**src/rtl/sw_irq_pkg.sv**
```systemverilog
// Shared definitions for the switch-input interrupt peripheral:
// register offsets and the debounce FSM state encoding.
package sw_irq_pkg;

  localparam logic [3:0] SW_VALUE_ADDR  = 4'h0;
  localparam logic [3:0] SW_STATUS_ADDR = 4'h4;
  localparam logic [3:0] SW_CTRL_ADDR   = 4'h8;

  typedef enum logic {
    DEB_IDLE,
    DEB_COUNT
  } deb_state_t;

endpackage

```
**src/rtl/sync_2ff.sv**
```systemverilog
// Parameterised-width two-flop synchroniser for bringing asynchronous
// inputs into the clk_i domain.
module sync_2ff #(
  parameter int W = 1
) (
  input  logic         clk_i,
  input  logic         rst_n_i,
  input  logic [W-1:0] d_i,
  output logic [W-1:0] q_o
);

  logic [W-1:0] r_meta;
  logic [W-1:0] r_sync;

  always_ff @(posedge clk_i or negedge rst_n_i) begin
    if (!rst_n_i) begin
      r_meta <= '0;
      r_sync <= '0;
    end else begin
      r_meta <= d_i;
      r_sync <= r_meta;
    end
  end

  assign q_o = r_sync;

endmodule

```
**src/rtl/sw_irq_ctrl.sv**
```systemverilog
// Switch peripheral: synchronises and debounces the switch vector, raises an
// interrupt on every accepted change and exposes a small register window.
module sw_irq_ctrl
  import sw_irq_pkg::*;
#(
  parameter int SW_W            = 16,
  parameter int DEBOUNCE_CYCLES = 1000
) (
  input  logic            clk_i,
  input  logic            rst_n_i,
  input  logic [SW_W-1:0] sw_i,
  input  logic            req_i,
  input  logic            we_i,
  input  logic [3:0]      addr_i,
  input  logic [31:0]     wdata_i,
  output logic [31:0]     rdata_o,
  output logic            int_req_o,
  input  logic            int_fin_i
);

  localparam int CNT_W = $clog2(DEBOUNCE_CYCLES);
  // Commit on the edge where the counter would reach DEBOUNCE_CYCLES-1; the
  // IDLE cycle that latched the candidate counts as the first stable cycle.
  localparam logic [CNT_W-1:0] CNT_LAST = CNT_W'(DEBOUNCE_CYCLES - 2);

  logic [SW_W-1:0]  w_sw_sync;
  deb_state_t       r_state, w_state_next;
  logic [SW_W-1:0]  r_cand, w_cand_next;
  logic [CNT_W-1:0] r_cnt, w_cnt_next;
  logic [SW_W-1:0]  r_sw_stable, w_sw_stable_next;
  logic             w_change;
  logic             r_pending;
  logic             r_irq_en;
  logic [31:0]      r_rdata, w_rdata_next;
  logic             w_wr, w_rd, w_clear;
  logic             w_unused_wdata;

  sync_2ff #(.W(SW_W)) u_sync (
    .clk_i   (clk_i),
    .rst_n_i (rst_n_i),
    .d_i     (sw_i),
    .q_o     (w_sw_sync)
  );

  always_ff @(posedge clk_i or negedge rst_n_i) begin
    if (!rst_n_i) begin
      r_state     <= DEB_IDLE;
      r_cand      <= '0;
      r_cnt       <= '0;
      r_sw_stable <= '0;
    end else begin
      r_state     <= w_state_next;
      r_cand      <= w_cand_next;
      r_cnt       <= w_cnt_next;
      r_sw_stable <= w_sw_stable_next;
    end
  end

  always_comb begin
    w_state_next     = r_state;
    w_cand_next      = r_cand;
    w_cnt_next       = r_cnt;
    w_sw_stable_next = r_sw_stable;
    w_change         = 1'b0;
    case (r_state)
      DEB_IDLE: begin
        w_cnt_next = '0;
        if (w_sw_sync != r_sw_stable) begin
          w_cand_next  = w_sw_sync;
          w_state_next = DEB_COUNT;
        end
      end
      DEB_COUNT: begin
        if (w_sw_sync != r_cand) begin
          w_cnt_next   = '0;
          w_state_next = DEB_IDLE;
        end else if (r_cnt == CNT_LAST) begin
          w_cnt_next       = '0;
          w_sw_stable_next = r_cand;
          w_change         = 1'b1;
          w_state_next     = DEB_IDLE;
        end else begin
          w_cnt_next = r_cnt + 1'b1;
        end
      end
      default: begin
        w_cnt_next   = '0;
        w_state_next = DEB_IDLE;
      end
    endcase
  end

  assign w_wr    = req_i & we_i;
  assign w_rd    = req_i & ~we_i;
  assign w_clear = int_fin_i | (w_wr && addr_i == SW_STATUS_ADDR && wdata_i[0]);

  // A new change beats a simultaneous clear so no event is ever lost.
  always_ff @(posedge clk_i or negedge rst_n_i) begin
    if (!rst_n_i) begin
      r_pending <= 1'b0;
      r_irq_en  <= 1'b1;
    end else begin
      if (w_change)
        r_pending <= 1'b1;
      else if (w_clear)
        r_pending <= 1'b0;
      if (w_wr && addr_i == SW_CTRL_ADDR)
        r_irq_en <= wdata_i[0];
    end
  end

  always_comb begin
    w_rdata_next = r_rdata;
    if (w_rd) begin
      case (addr_i)
        SW_VALUE_ADDR:  w_rdata_next = 32'(r_sw_stable);
        SW_STATUS_ADDR: w_rdata_next = {31'b0, r_pending};
        SW_CTRL_ADDR:   w_rdata_next = {31'b0, r_irq_en};
        default:        w_rdata_next = '0;
      endcase
    end
  end

  always_ff @(posedge clk_i or negedge rst_n_i) begin
    if (!rst_n_i)
      r_rdata <= '0;
    else
      r_rdata <= w_rdata_next;
  end

  assign rdata_o        = r_rdata;
  assign int_req_o      = r_pending & r_irq_en;
  assign w_unused_wdata = ^wdata_i[31:1];

endmodule

```
**config.mk**
```make
export PLATFORM = sky130hd
export DESIGN_NAME = sw_irq_ctrl
export DESIGN_NICKNAME = d
export VERILOG_FILES = /design/src/rtl/sw_irq_pkg.sv /design/src/rtl/sync_2ff.sv /design/src/rtl/sw_irq_ctrl.sv
export SDC_FILE = /design/constraint.sdc
export NUM_CORES = 1
export LEC_CHECK = 0
export CAP_MARGIN = 0
export CORE_AREA = 2 2 88 90
export CTS_CLUSTER_DIAMETER = 100
export CTS_CLUSTER_SIZE = 10
export DETAILED_ROUTE_END_ITERATION = 10
export DIE_AREA = 0 0 90 92
export HOLD_SLACK_MARGIN = 0.02
export PLACE_DENSITY_LB_ADDON = 0.15
export SLEW_MARGIN = 20
export SYNTH_ARGS = -nofsm -noshare
export SYNTH_HDL_FRONTEND = slang
export SYNTH_SLANG_ARGS = --single-unit
```
**constraint.sdc**
```tcl
create_clock -name clk_i -period 3.83 [get_ports clk_i]
set_input_delay 0.766 -clock clk_i [delete_from_list [all_inputs] [get_ports clk_i]]
set_output_delay 0.766 -clock clk_i [all_outputs]
set_load 0.03 [all_outputs]
```
==> run summary, run 1 <==
The growth of design area from synthesis to finish works out to 17.7%. In the routed design, unresolved DRC markers number 0. The congestion estimate from routability-driven global placement came to 0.704. TritonCTS built the clock tree. The number of top-level pins was 90. The ratio of final minimum period to clock period is 63.2%.

The worst setup path is captured at a primary output. The count of port buffers added during placement was 42; the post-cts hold buffer count was 0. Across the run, the number of max-cap violations was 0. Yosys mapped the design onto 39 distinct sky130hd cell types. The final-report hold violation count is 0, and the via count of the first global-routing pass is 2051. In this run the cell area of the synthesized design comes to 0.00379 mm^2. The shortest clock period the worst path allows after layout was 2.42 ns. The type of the most critical hold path was input pin to asynchronous set/reset pin. At the later pin of the worst-skew pair, clock insertion delay measures 0.35 ns. The cell at the root of the clock tree was sky130_fd_sc_hd__clkbuf_8. Of the synthesized area, sequential elements account for 61.4%. On the final layout, the worst clock skew is 0.00744 ns. IR analysis of the VDD net gives a maximum drop of 193 uV. After detailed routing, the total wire length is 5960 um.

In the layout the commonest cells are sky130_fd_sc_hd__dfrtp_1 (92), sky130_fd_sc_hd__clkdlybuf4s50_1 (41), sky130_fd_sc_hd__xor2_1 (22), sky130_fd_sc_hd__mux2_2 (17). The first global-routing pass estimated 10000 um of wire. In the final timing run, aggregate negative setup slack is 0 ns. The highest net fanout along the worst path was 3; the transition at the pin with the smallest max-transition slack was 0.717 ns.

The CTS H-tree depth is 3. Mean instance size in the synthesized netlist: 13.9 um^2. The floorplan die width was 90 um; the power density over the cells was 396 mW/mm^2. The pre-antenna-repair detailed-routing pass consisted of 7 iterations.

Normalized max-slew margin: 52.2%. Core area: 0.00745 mm^2. The initialized floorplan defines 32 standard-cell rows.

In this run the remaining antenna-violating nets after routing total 0. The kind of critical path was flop to primary output. The analysis attributes to cell leakage a power of 2.03 nW.

The tools report the number of DRC markers in iteration 0 as 98. The post-CTS setup repair buffer count is 0, and the post-synthesis sequential element count is 93. The floorplan step set the die height to 92 um.

The initial antenna violation count is 0, and the data required time of the critical path is 3.06 ns. The Yosys step of the flow raised 0 warnings. The total placed instance area is 0.00426 mm^2, and the post-route cell area is 0.00446 mm^2. The share of cells above drive strength 1 was 17.5%; the total clock sinks was 93. The via-per-instance ratio was 4.97; the net count of the finished layout was 380. Number of CTS-inserted buffers: 9. Setup violations remaining at the end of the flow were counted as 0. In this run, post-CTS repair resized a total of 0 instances. Entering global routing, the biggest net connects 37 pins. Setup repair after global routing left no endpoint under its margin. The initial utilization of the core area, before any placement, comes to 50.9%. The diode insertion count for antenna repair was 0. The overall fraction of global-route tracks in use is 15.9%. The maximum achievable frequency came out at 413 MHz. The final-report max-slew violation count is 0.

The die covers 0.00828 mm^2. Summing over every cut layer, the via total after detailed routing is 2127. Gate count of the mapped netlist: 272.

The worst setup path is launched from a flop. Leaving out fill and tap cells, the most frequent cell in the layout is sky130_fd_sc_hd__dfrtp_1. After layout, the design draws a total of 1.76 mW. The run finished with clean final reports.

The clock transition at the registers of the reported paths works out to 0.09 ns. Summed over all layers, the global routing overflow is 0. HPWL after detailed placement: 4260 um. No sink is reached through more buffers than the 2 on the longest clock path. For the arrival time of data at the critical path endpoint, the log shows 1.66 ns. In the final routed layout, each cell accounts on average for 13.9 um.
==> cell type report <==
| type | instances | area [um^2] |
|---|---|---|
| sequential | 93 | 2330 |
| fill | 610 | 2990 |
| tap | 102 | 128 |
| inverter | 8 | 30.0 |
| multi-input combinational | 164 | 1340 |
| clock buffer | 12 | 165 |
| timing repair buffer | 45 | 440 |
| clock inverter | 4 | 31.3 |
==> per-layer routing <==
layer	global-route usage (%)	wire length (um)	vias to the layer above
met5	0	0	-
met4	9.62	160	0
met3	3.53	255	12
met2	24.1	2760	48
met1	21.0	2790	1065
li1	-	-	1002
==> sequential cells by signal, indices dropped and copies added, names as in the netlist <==
signal         count
r_cnt             10
rdata_o           16
r_irq_en           1
u_sync.q_o        16
r_state            1
u_sync.r_meta     16
r_pending          1
r_sw_stable       16
r_cand            16
==> final timing paths <==
check | endpoint | start | slack, ns | cells past startpoint
min in group clk_i | u_sync.q_o[11]$_DFF_PN0_ | u_sync.r_meta[11]$_DFF_PN0_ | 0.35 | 0
hold / removal | r_pending$_DFFE_PN0P_ | rst_n_i | 0.35 | 1
setup / recovery | int_req_o | r_irq_en$_DFFE_PN1P_ | 1.41 | 2
hold reg to reg | u_sync.q_o[11]$_DFF_PN0_ | u_sync.r_meta[11]$_DFF_PN0_ | 0.35 | 0
setup reg to reg | r_sw_stable[6]$_DFFE_PN0P_ | u_sync.q_o[6]$_DFF_PN0_ | 1.80 | 4
max in group asynchronous | r_state$_DFF_PN0_ | rst_n_i | 2.73 | 2
==> synthesized netlist by cell type <==
master                      instances  area (um^2)
sky130_fd_sc_hd__mux2_4             9          135
sky130_fd_sc_hd__xor2_1            22          193
sky130_fd_sc_hd__nand2_1           10         37.5
sky130_fd_sc_hd__nor4_2             5         62.6
sky130_fd_sc_hd__a41oi_4            1         27.5
sky130_fd_sc_hd__mux2_1             5         56.3
sky130_fd_sc_hd__o22ai_1            1         6.26
sky130_fd_sc_hd__o41ai_1            1         8.76
sky130_fd_sc_hd__nor3_2             1         10.0
sky130_fd_sc_hd__inv_1              7         26.3
sky130_fd_sc_hd__mux2_2            17          191
sky130_fd_sc_hd__buf_6              1         11.3
sky130_fd_sc_hd__nor4b_4            1         23.8
sky130_fd_sc_hd__or3_1              1         6.26
sky130_fd_sc_hd__o21ai_0            2         10.0
sky130_fd_sc_hd__inv_2              1         3.75
sky130_fd_sc_hd__nor4_1             1         6.26
sky130_fd_sc_hd__a22o_1            15          131
sky130_fd_sc_hd__nand3_1            7         35.0
sky130_fd_sc_hd__o2111ai_1          1         8.76
sky130_fd_sc_hd__nand2b_1           3         18.8
sky130_fd_sc_hd__a222oi_1           1         10.0
sky130_fd_sc_hd__dfrtp_1           92         2300
sky130_fd_sc_hd__dfstp_2            1         26.3
sky130_fd_sc_hd__mux2i_1            1         10.0
sky130_fd_sc_hd__ha_1               2         25.0
sky130_fd_sc_hd__a31oi_1            1         6.26
sky130_fd_sc_hd__buf_4             16          120
sky130_fd_sc_hd__and3_1             2         12.5
sky130_fd_sc_hd__and2_1             1         6.26
sky130_fd_sc_hd__nand3b_1           2         15.0
sky130_fd_sc_hd__clkbuf_1           4         15.0
sky130_fd_sc_hd__nor3_1             1         5.00
sky130_fd_sc_hd__nor2_1            16         60.1
sky130_fd_sc_hd__nand4_1            3         18.8
sky130_fd_sc_hd__nand3_4            1         17.5
sky130_fd_sc_hd__buf_2              1         5.00
sky130_fd_sc_hd__conb_1             1         3.75
sky130_fd_sc_hd__xnor2_1           14          123
==> worst max-delay path, cell delays in order, from the launching register on <==
cell and delay [ns]:
sky130_fd_sc_hd__dfstp_2 0.54, sky130_fd_sc_hd__and2_1 0.11, sky130_fd_sc_hd__clkdlybuf4s50_1 0.66
==> through the flow <==
stage | cells | setup slack [ns] | utilization [%] | hold WS (ns)
global placement | 412 | 1.39 | 57.3 | 0.331
CTS | 428 | 1.38 | 59.9 | 0.350
global route | 428 | 1.36 | 59.9 | 0.354
floorplan | 287 | 1.86 | - | 0.331
finish | 428 | 1.41 | 59.9 | 0.348
detailed placement | 412 | 1.35 | 57.3 | 0.335
==> power by group <==
| group | switching [mW] | total [mW] | internal [mW] |
|---|---|---|---|
| combinational | 0.0677 | 0.117 | 0.0494 |
| clock | 0.325 | 0.615 | 0.290 |
| sequential | 0.0218 | 1.03 | 1.01 |
==> cell families (layout without fill, tap and decap cells) <==
family	Yosys count	count (layout)	share of synthesized area (%)
compound gates	23	23	5.51
xor+xnor	36	36	8.32
fa+ha+maj	2	2	0.660
buf+inv	30	69	4.79
flops	93	93	61.4
mux	32	32	10.4
other cells	1	16	0.0989
simple gates	55	55	8.85
Power figures use the tool's default switching activity.
==> run 2, diff against run 1 <==
--- a/config.mk
+++ b/config.mk
@@ -6,11 +6,11 @@
 export NUM_CORES = 1
 export LEC_CHECK = 0
 export CAP_MARGIN = 0
-export CORE_AREA = 2 2 88 90
+export CORE_AREA = 2 2 95 97
 export CTS_CLUSTER_DIAMETER = 100
 export CTS_CLUSTER_SIZE = 10
 export DETAILED_ROUTE_END_ITERATION = 10
-export DIE_AREA = 0 0 90 92
+export DIE_AREA = 0 0 97 99
 export HOLD_SLACK_MARGIN = 0.02
 export PLACE_DENSITY_LB_ADDON = 0.15
 export SLEW_MARGIN = 20
==> constraint.sdc (replaced) <==
create_clock -name clk_i -period 1.97 [get_ports clk_i]
set_input_delay 0.394 -clock clk_i [delete_from_list [all_inputs] [get_ports clk_i]]
set_output_delay 0.394 -clock clk_i [all_outputs]
set_load 0.03 [all_outputs]
==> run summary, run 2 (synthesis results as in run 1) <==
The logs give 0 (unchanged) for the final-report max-slew violation count and 2.17 ns (+0.51 ns) for the arrival time of data at the critical path endpoint. Average routed wire per standard cell: 13.4 um (-3.5%). The logs give 4460 um (+4.7%) for the HPWL after detailed placement and 90 (unchanged) for the number of top-level pins. The total clock sinks is 93 (unchanged), and the number of fill cells is 739 (+21%). Maximum number of buffers from clock root to sink: 2 (unchanged). Effective utilization at floorplan: 44.3% (-6.6 points).

The leakage power was 2.14 nW (+5.3%); the via count of the first global-routing pass was 2184 (+6.5%). The final-report hold violation count was 0 (unchanged). The number of endpoints failing setup at the final stage is 0 (unchanged). The count of port buffers added during placement is 42 (unchanged).

Number of nets with antenna violations after routing: 0 (unchanged). The tree is rooted in a sky130_fd_sc_hd__clkbuf_8. For hold timing, the worst endpoint is u_sync.q_o[8]$_DFF_PN0_.

The run gives 10600 um (+5.6%) as the wire length of the first global-routing pass. Based on the critical path, the design can be clocked at up to 519 MHz. The core area is 0.00855 mm^2 (+15%), and the cell count of the worst hold path is 0. The length of the first detailed-routing pass in iterations came out at 4 (-3). The run gives 44 (+19%) as the largest net degree at the start of global routing. The routability-driven placement congestion ratio was 0.776 (+10%); the diode insertion count for antenna repair was 0 (unchanged). The startpoint of the worst-slack reg-to-reg timing path was r_cand[6]$_DFFE_PN0P_.

The type of destination of the critical path was a flop. The most frequent standard cell in the layout excluding fill and tap cells was sky130_fd_sc_hd__dfrtp_1. The ratio of final minimum period to clock period works out to 97.9%.

The residual overflow from global routing was 0 (unchanged). The maximum clock skew at final layout is 0.00531 ns (-0.00213 ns). The worst hold path belongs to the class flop to flop.

The run gives 0.35 ns (about the same) as the clock insertion delay at the later pin of the skew report. The run gives 9 (unchanged) as the number of CTS-inserted buffers. The final routed DRC violation total was 0 (unchanged); the die boundary height was 99 um (+7.6%).

The depth of the most critical reg-to-reg path was 6 (+2); the overall power consumption was 3.48 mW (+97%). Compared with the post-synthesis result, the final layout area differs by 22.0%. The number of DRC markers in iteration 0 came out at 79 (-19%). The CTS H-tree depth is 3 (unchanged). The overall fraction of global-route tracks in use is 14.1% (-1.8 points), and the worst setup slack after placement is 0.0434 ns (-1.30 ns).

The worst slack on hold paths was 0.352 ns (+0.00414 ns). The flip-flop and latch area is 0.00233 mm^2 (about the same). For the total wire length, the log shows 6030 um (+1.2%). The worst setup margin was 0.0421 ns (-1.37 ns).

Power density over the cells: 751 mW/mm^2 (+90%). The tools report the initial antenna violation count as 0 (unchanged). The tools report the largest voltage drop on the vdd net as 423 uV (+120%).

Setup repair after global routing could not meet its margin everywhere. The data required time of the critical path was 2.21 ns (-0.85 ns). In the layout the commonest cells are sky130_fd_sc_hd__dfrtp_1 (91), sky130_fd_sc_hd__clkdlybuf4s50_1 (40), sky130_fd_sc_hd__xor2_1 (22), sky130_fd_sc_hd__mux2_2 (17). The register-to-register setup slack is 0.04 ns (-1.76 ns).

The overall die area is 0.00960 mm^2 (+16%). The clock transition at the registers of the reported paths came out at 0.08 ns (about the same). The net count of the finished layout came out at 395 (+3.9%).

The via-per-instance ratio works out to 4.69 (-5.7%). The floorplan die width is 97 um (+7.8%). Startpoint kind of the worst setup timing path: a flop. For the count of max-cap constraint violations, the log shows 0 (unchanged).

The startpoint identified for the worst hold timing path is u_sync.r_meta[8]$_DFF_PN0_. For the total via count in the routed design, the log shows 2105 (-1.0%). The clock period could shrink to 1.93 ns. The run finished with clean final reports.

The multi-input logic area is 0.00135 mm^2 (+0.65%), and the share of cells above drive strength 1 is 20.5% (+3.0 points). TritonCTS built the clock tree. Highest net fanout along the worst path: 10 (+7).

The worst reg2reg path endpoint is r_sw_stable[14]$_DFFE_PN0P_. The count of standard-cell rows came out at 34 (+6.3%). By startpoint and endpoint, the worst setup path is classified as flop to flop.
run 2: changes by cell type in the layout (fill, tap and decap cells not counted), sizes merged:
cell	change
dlygate4sd2	+1
clkdlybuf4s50	-1
clkinvlp	-2
clkinv	+1
bufinv	+1
buf	+14
dlygate4sd3	+1
run 2: power by group:
group	internal (mW)	total [mW]	leakage [nW]	switching (mW)
Sequential	1.96	2.01	1.18	0.0422
Combinational	0.107	0.243	0.855	0.136
Clock	0.618	1.23	0.0964	0.607
Total	2.69	3.48	2.14	0.786
run 2: final cells by class:
cell class | count | area share (%)
Clock buffer | 12 | 3.14
Tap cell | 108 | 2.92
Inverter | 8 | 0.649
Sequential cell | 93 | 50.4
Clock inverter | 4 | 1.03
Multi-Input combinational cell | 164 | 29.1
Timing Repair Buffer | 60 | 12.8
run 2: repair_timing:
action | 4_1_cts | 5_1_grt
setup endpoints to repair | 1 | 16
resized for setup | 1 | 2
hold endpoints to repair | 25 | 0
pin swaps | 0 | 2
setup buffers | 0 | 2
hold buffers | 1 | 0
run 2: per-stage QoR:
stage	area [um^2]	utilization [%]	TNS (ns)	instances
detailed placement	4400	51.4	0	430
global placement	4400	51.4	0	430
CTS	4600	53.8	0	447
global route	4630	54.1	-0.754	449
floorplan	3850	-	0	287
finish	4630	54.1	0	449
run 2: how the worst max path moves through the flow:
stage,start,endpoint,slack (ns),depth (start not counted)
final,r_cand[6]$_DFFE_PN0P_,r_sw_stable[14]$_DFFE_PN0P_,0.04,6
after global routing,r_cand[6]$_DFFE_PN0P_,r_sw_stable[12]$_DFFE_PN0P_,-0.07,6
after CTS,u_sync.q_o[4]$_DFF_PN0_,r_sw_stable[14]$_DFFE_PN0P_,0.02,6
after detailed placement,u_sync.q_o[4]$_DFF_PN0_,r_sw_stable[14]$_DFFE_PN0P_,0.04,6
after global placement,u_sync.q_o[4]$_DFF_PN0_,r_sw_stable[12]$_DFFE_PN0P_,0.08,6
after floorplan,u_sync.q_o[13]$_DFF_PN0_,r_cand[10]$_DFFE_PN0P_,0.17,5
run 2: metal layers:
metal / global-route usage, % / wire length, um
met5: 0 / 0
met4: 5.85 / 132
met3: 3.83 / 331
met2: 21.0 / 2760
met1: 19.5 / 2810
run 2: critical path, cell delays in order (launching register included):
cell and delay (ns):
sky130_fd_sc_hd__dfrtp_1 0.41, sky130_fd_sc_hd__inv_1 0.05, sky130_fd_sc_hd__a222oi_1 0.37, sky130_fd_sc_hd__nor4b_4 0.37, sky130_fd_sc_hd__nand3_4 0.15, sky130_fd_sc_hd__buf_12 0.18, sky130_fd_sc_hd__mux2_4 0.29
==> run 3, diff against run 2 <==
--- a/config.mk
+++ b/config.mk
@@ -6,11 +6,12 @@
 export NUM_CORES = 1
 export LEC_CHECK = 0
 export CAP_MARGIN = 0
-export CORE_AREA = 2 2 95 97
+export CORE_AREA = 2 2 87 89
 export CTS_CLUSTER_DIAMETER = 100
 export CTS_CLUSTER_SIZE = 10
 export DETAILED_ROUTE_END_ITERATION = 10
-export DIE_AREA = 0 0 97 99
+export DIE_AREA = 0 0 89 91
+export DONT_BUFFER_PORTS = 1
 export HOLD_SLACK_MARGIN = 0.02
 export PLACE_DENSITY_LB_ADDON = 0.15
 export SLEW_MARGIN = 20
==> run summary, run 3 (synthesis results as in run 1) <==
Compared with the post-synthesis result, the final layout area differs by 10.3%. The sum of negative setup slack came out at 0 ns (unchanged). The worst slack on hold paths came out at -0.263 ns (-0.615 ns). Count of standard-cell rows: 31 (-8.8%). The number of nets with antenna violations after routing is 0 (unchanged). The final reports fail on negative hold slack. The tools report the core area as 0.00714 mm^2 (-17%). The power density over the cells is 885 mW/mm^2 (+18%). The CTS H-tree depth was 3 (unchanged). Leaving out fill and tap cells, the most frequent cell in the layout is sky130_fd_sc_hd__dfrtp_1.

The leakage power is 1.95 nW (-8.6%), and the number of buffers and inverters on the critical path is 1 (-1). The total clock sinks was 93 (unchanged). On the critical path, the stage with the largest delay is an instance of sky130_fd_sc_hd__dfrtp_1. The critical path's largest stage delay is 0.44 ns (+0.03 ns). Setup repair after global routing left no endpoint under its margin. The net count of the finished layout came out at 346 (-12%).

For the initial antenna violation count, the log shows 0 (unchanged). The register-to-register setup slack is 0.11 ns (+0.07 ns), and the average routed wire per standard cell is 15.2 um (+13%). The depth of the most critical reg-to-reg path came out at 5 (-1). The effective utilization at floorplan is 53.1% (+8.8 points), and the largest net degree at the start of global routing is 94 (+110%). The total wire length was 5950 um (-1.4%); the data required time of the critical path was 2.20 ns (about the same). The count of max-cap constraint violations came out at 0 (unchanged). The run gives 470 uV (+11%) as the largest voltage drop on the vdd net. The clock transition at the registers of the reported paths is 0.09 ns (about the same), and the post-route cell area is 0.00418 mm^2 (-9.6%). The final-report max-slew violation count came out at 0 (unchanged).

The wire length of the first global-routing pass was 9710 um (-8.5%). The startpoint kind of the worst setup timing path was a flop. The diode insertion count for antenna repair came out at 0 (unchanged). The number of DRC markers in iteration 0 was 74 (-6.3%). The worst register-to-register path ends at r_sw_stable[7]$_DFFE_PN0P_.

The maximum clock skew at final layout was 0.0101 ns (+0.00482 ns). The run gives 0 (unchanged) as the post-CTS setup repair buffer count. For the routability-driven placement congestion ratio, the log shows 0.803 (+3.6%).

The tightest min-delay check is of the input pin to asynchronous set/reset pin type. The critical path goes through a222oi_1, nor4b_4, nand3_4, buf_12, mux2_4. The worst register-to-register path begins at u_sync.q_o[6]$_DFF_PN0_. The total placed instance area is 0.00392 mm^2 (-11%). For the HPWL after detailed placement, the log shows 4060 um (-9.0%).

Length of the first detailed-routing pass in iterations: 6 (+2). The tools report the maximum achievable frequency as 538 MHz (+3.7%). The type of destination of the critical path is a flop.

The count of port buffers added during placement was 0 (-100%). The via count of the first global-routing pass is 2035 (-6.8%), and the floorplan die width is 89 um (-8.2%). The die boundary height was 91 um (-8.1%); the number of CTS-inserted buffers was 9 (unchanged).

The share of cells above drive strength 1 was 21.9% (+1.4 points). The final-report hold violation count came out at 93 (+93). Path length in cells of the critical path: 5 (-1).

The shortest clock period the worst path allows after layout was 1.86 ns (-0.0691 ns). The clock insertion delay at the later pin of the skew report came out at 0.35 ns (about the same). The critical path's top delay family was simple AND/OR/NAND/NOR gates.

The number of top-level pins is 90 (unchanged). TritonCTS built the clock tree. Clock tree synthesis selected as its root buffer the cell sky130_fd_sc_hd__clkbuf_8. The arrival time of data at the critical path endpoint came out at 2.09 ns (-0.08 ns). Via-per-instance ratio: 4.95 (+5.5%). The total via count in the routed design was 1934 (-8.1%); the maximum number of buffers from clock root to sink was 2 (unchanged).

The highest net fanout along the worst path came out at 17 (+7). The run gives 0 (unchanged) as the residual overflow from global routing. The top cell types in the final layout, fill and taps aside, are sky130_fd_sc_hd__dfrtp_1 (92), sky130_fd_sc_hd__xor2_1 (22), sky130_fd_sc_hd__mux2_2 (17), sky130_fd_sc_hd__nor2_1 (16), sky130_fd_sc_hd__conb_1 (16). The flow ran to the end, but the final reports show violations.

The ratio of final minimum period to clock period came out at 94.4% (-3.5 points). The run gives 0 (unchanged) as the final routed DRC violation total. The worst setup path is of the flop to flop kind.

The overall die area is 0.00810 mm^2 (-16%). For the number of endpoints failing setup at the final stage, the log shows 0 (unchanged). The overall fraction of global-route tracks in use is 16.0% (+2.0 points).
run 3: worst reg2reg max path: stages, from the launching register on:
cell and delay [ns]:
sky130_fd_sc_hd__dfrtp_1 0.44, sky130_fd_sc_hd__a222oi_1 0.37, sky130_fd_sc_hd__nor4b_4 0.34, sky130_fd_sc_hd__nand3_4 0.11, sky130_fd_sc_hd__buf_12 0.18, sky130_fd_sc_hd__mux2_4 0.30
run 3: worst max-delay path by stage:
| stage | start | endpoint | slack, ns |
|---|---|---|---|
| after detailed placement | u_sync.q_o[6]$_DFF_PN0_ | r_sw_stable[12]$_DFFE_PN0P_ | 0.11 |
| after floorplan | u_sync.q_o[13]$_DFF_PN0_ | r_cand[10]$_DFFE_PN0P_ | 0.17 |
| after global placement | u_sync.q_o[6]$_DFF_PN0_ | r_sw_stable[11]$_DFFE_PN0P_ | 0.13 |
| final | u_sync.q_o[6]$_DFF_PN0_ | r_sw_stable[7]$_DFFE_PN0P_ | 0.11 |
| after CTS | u_sync.q_o[6]$_DFF_PN0_ | r_sw_stable[12]$_DFFE_PN0P_ | 0.09 |
| after global routing | r_cand[0]$_DFFE_PN0P_ | r_sw_stable[7]$_DFFE_PN0P_ | 0.02 |
run 3: final cells by class:
cell class | instances | area, um^2
multi-input combinational | 164 | 1350
fill | 592 | 2960
clock buffer | 11 | 151
clock inverter | 5 | 106
sequential | 93 | 2330
inverter | 8 | 30.0
timing repair buffer | 11 | 95.1
tap | 99 | 124
run 3: metrics by stage:
step	utilization [%]	power, mW	setup WS [ns]	std cells	hold slack [ns]
2_1_floorplan	-	2.18	0.172	287	0.0984
3_3_place_gp	54.9	2.19	0.128	375	0.101
3_5_place_dp	54.9	2.19	0.110	375	0.101
4_1_cts	58.5	3.75	0.0891	391	-0.295
5_1_grt	58.6	3.84	0.0228	391	-0.290
6_report	58.6	3.70	0.111	391	-0.263
run 3: repair_timing:
| action | 4_1_cts | 5_1_grt |
|---|---|---|
| hold endpoints to repair | 93 | 93 |
| gates resized for setup | 0 | 1 |
| setup endpoints to repair | 0 | 2 |
run 3: where the power goes:
group	switching (mW)	internal, mW
Clock	0.637	0.914
Sequential	0.0431	1.96
Combinational	0.0895	0.0543
run 3: layer usage:
layer | up-vias | wire length [um] | GRT usage, %
met4 | 0 | 128 | 8.71
met5 | - | 0 | 0
met3 | 10 | 235 | 3.00
met2 | 49 | 2650 | 23.8
li1 | 935 | - | -
met1 | 940 | 2930 | 22.2
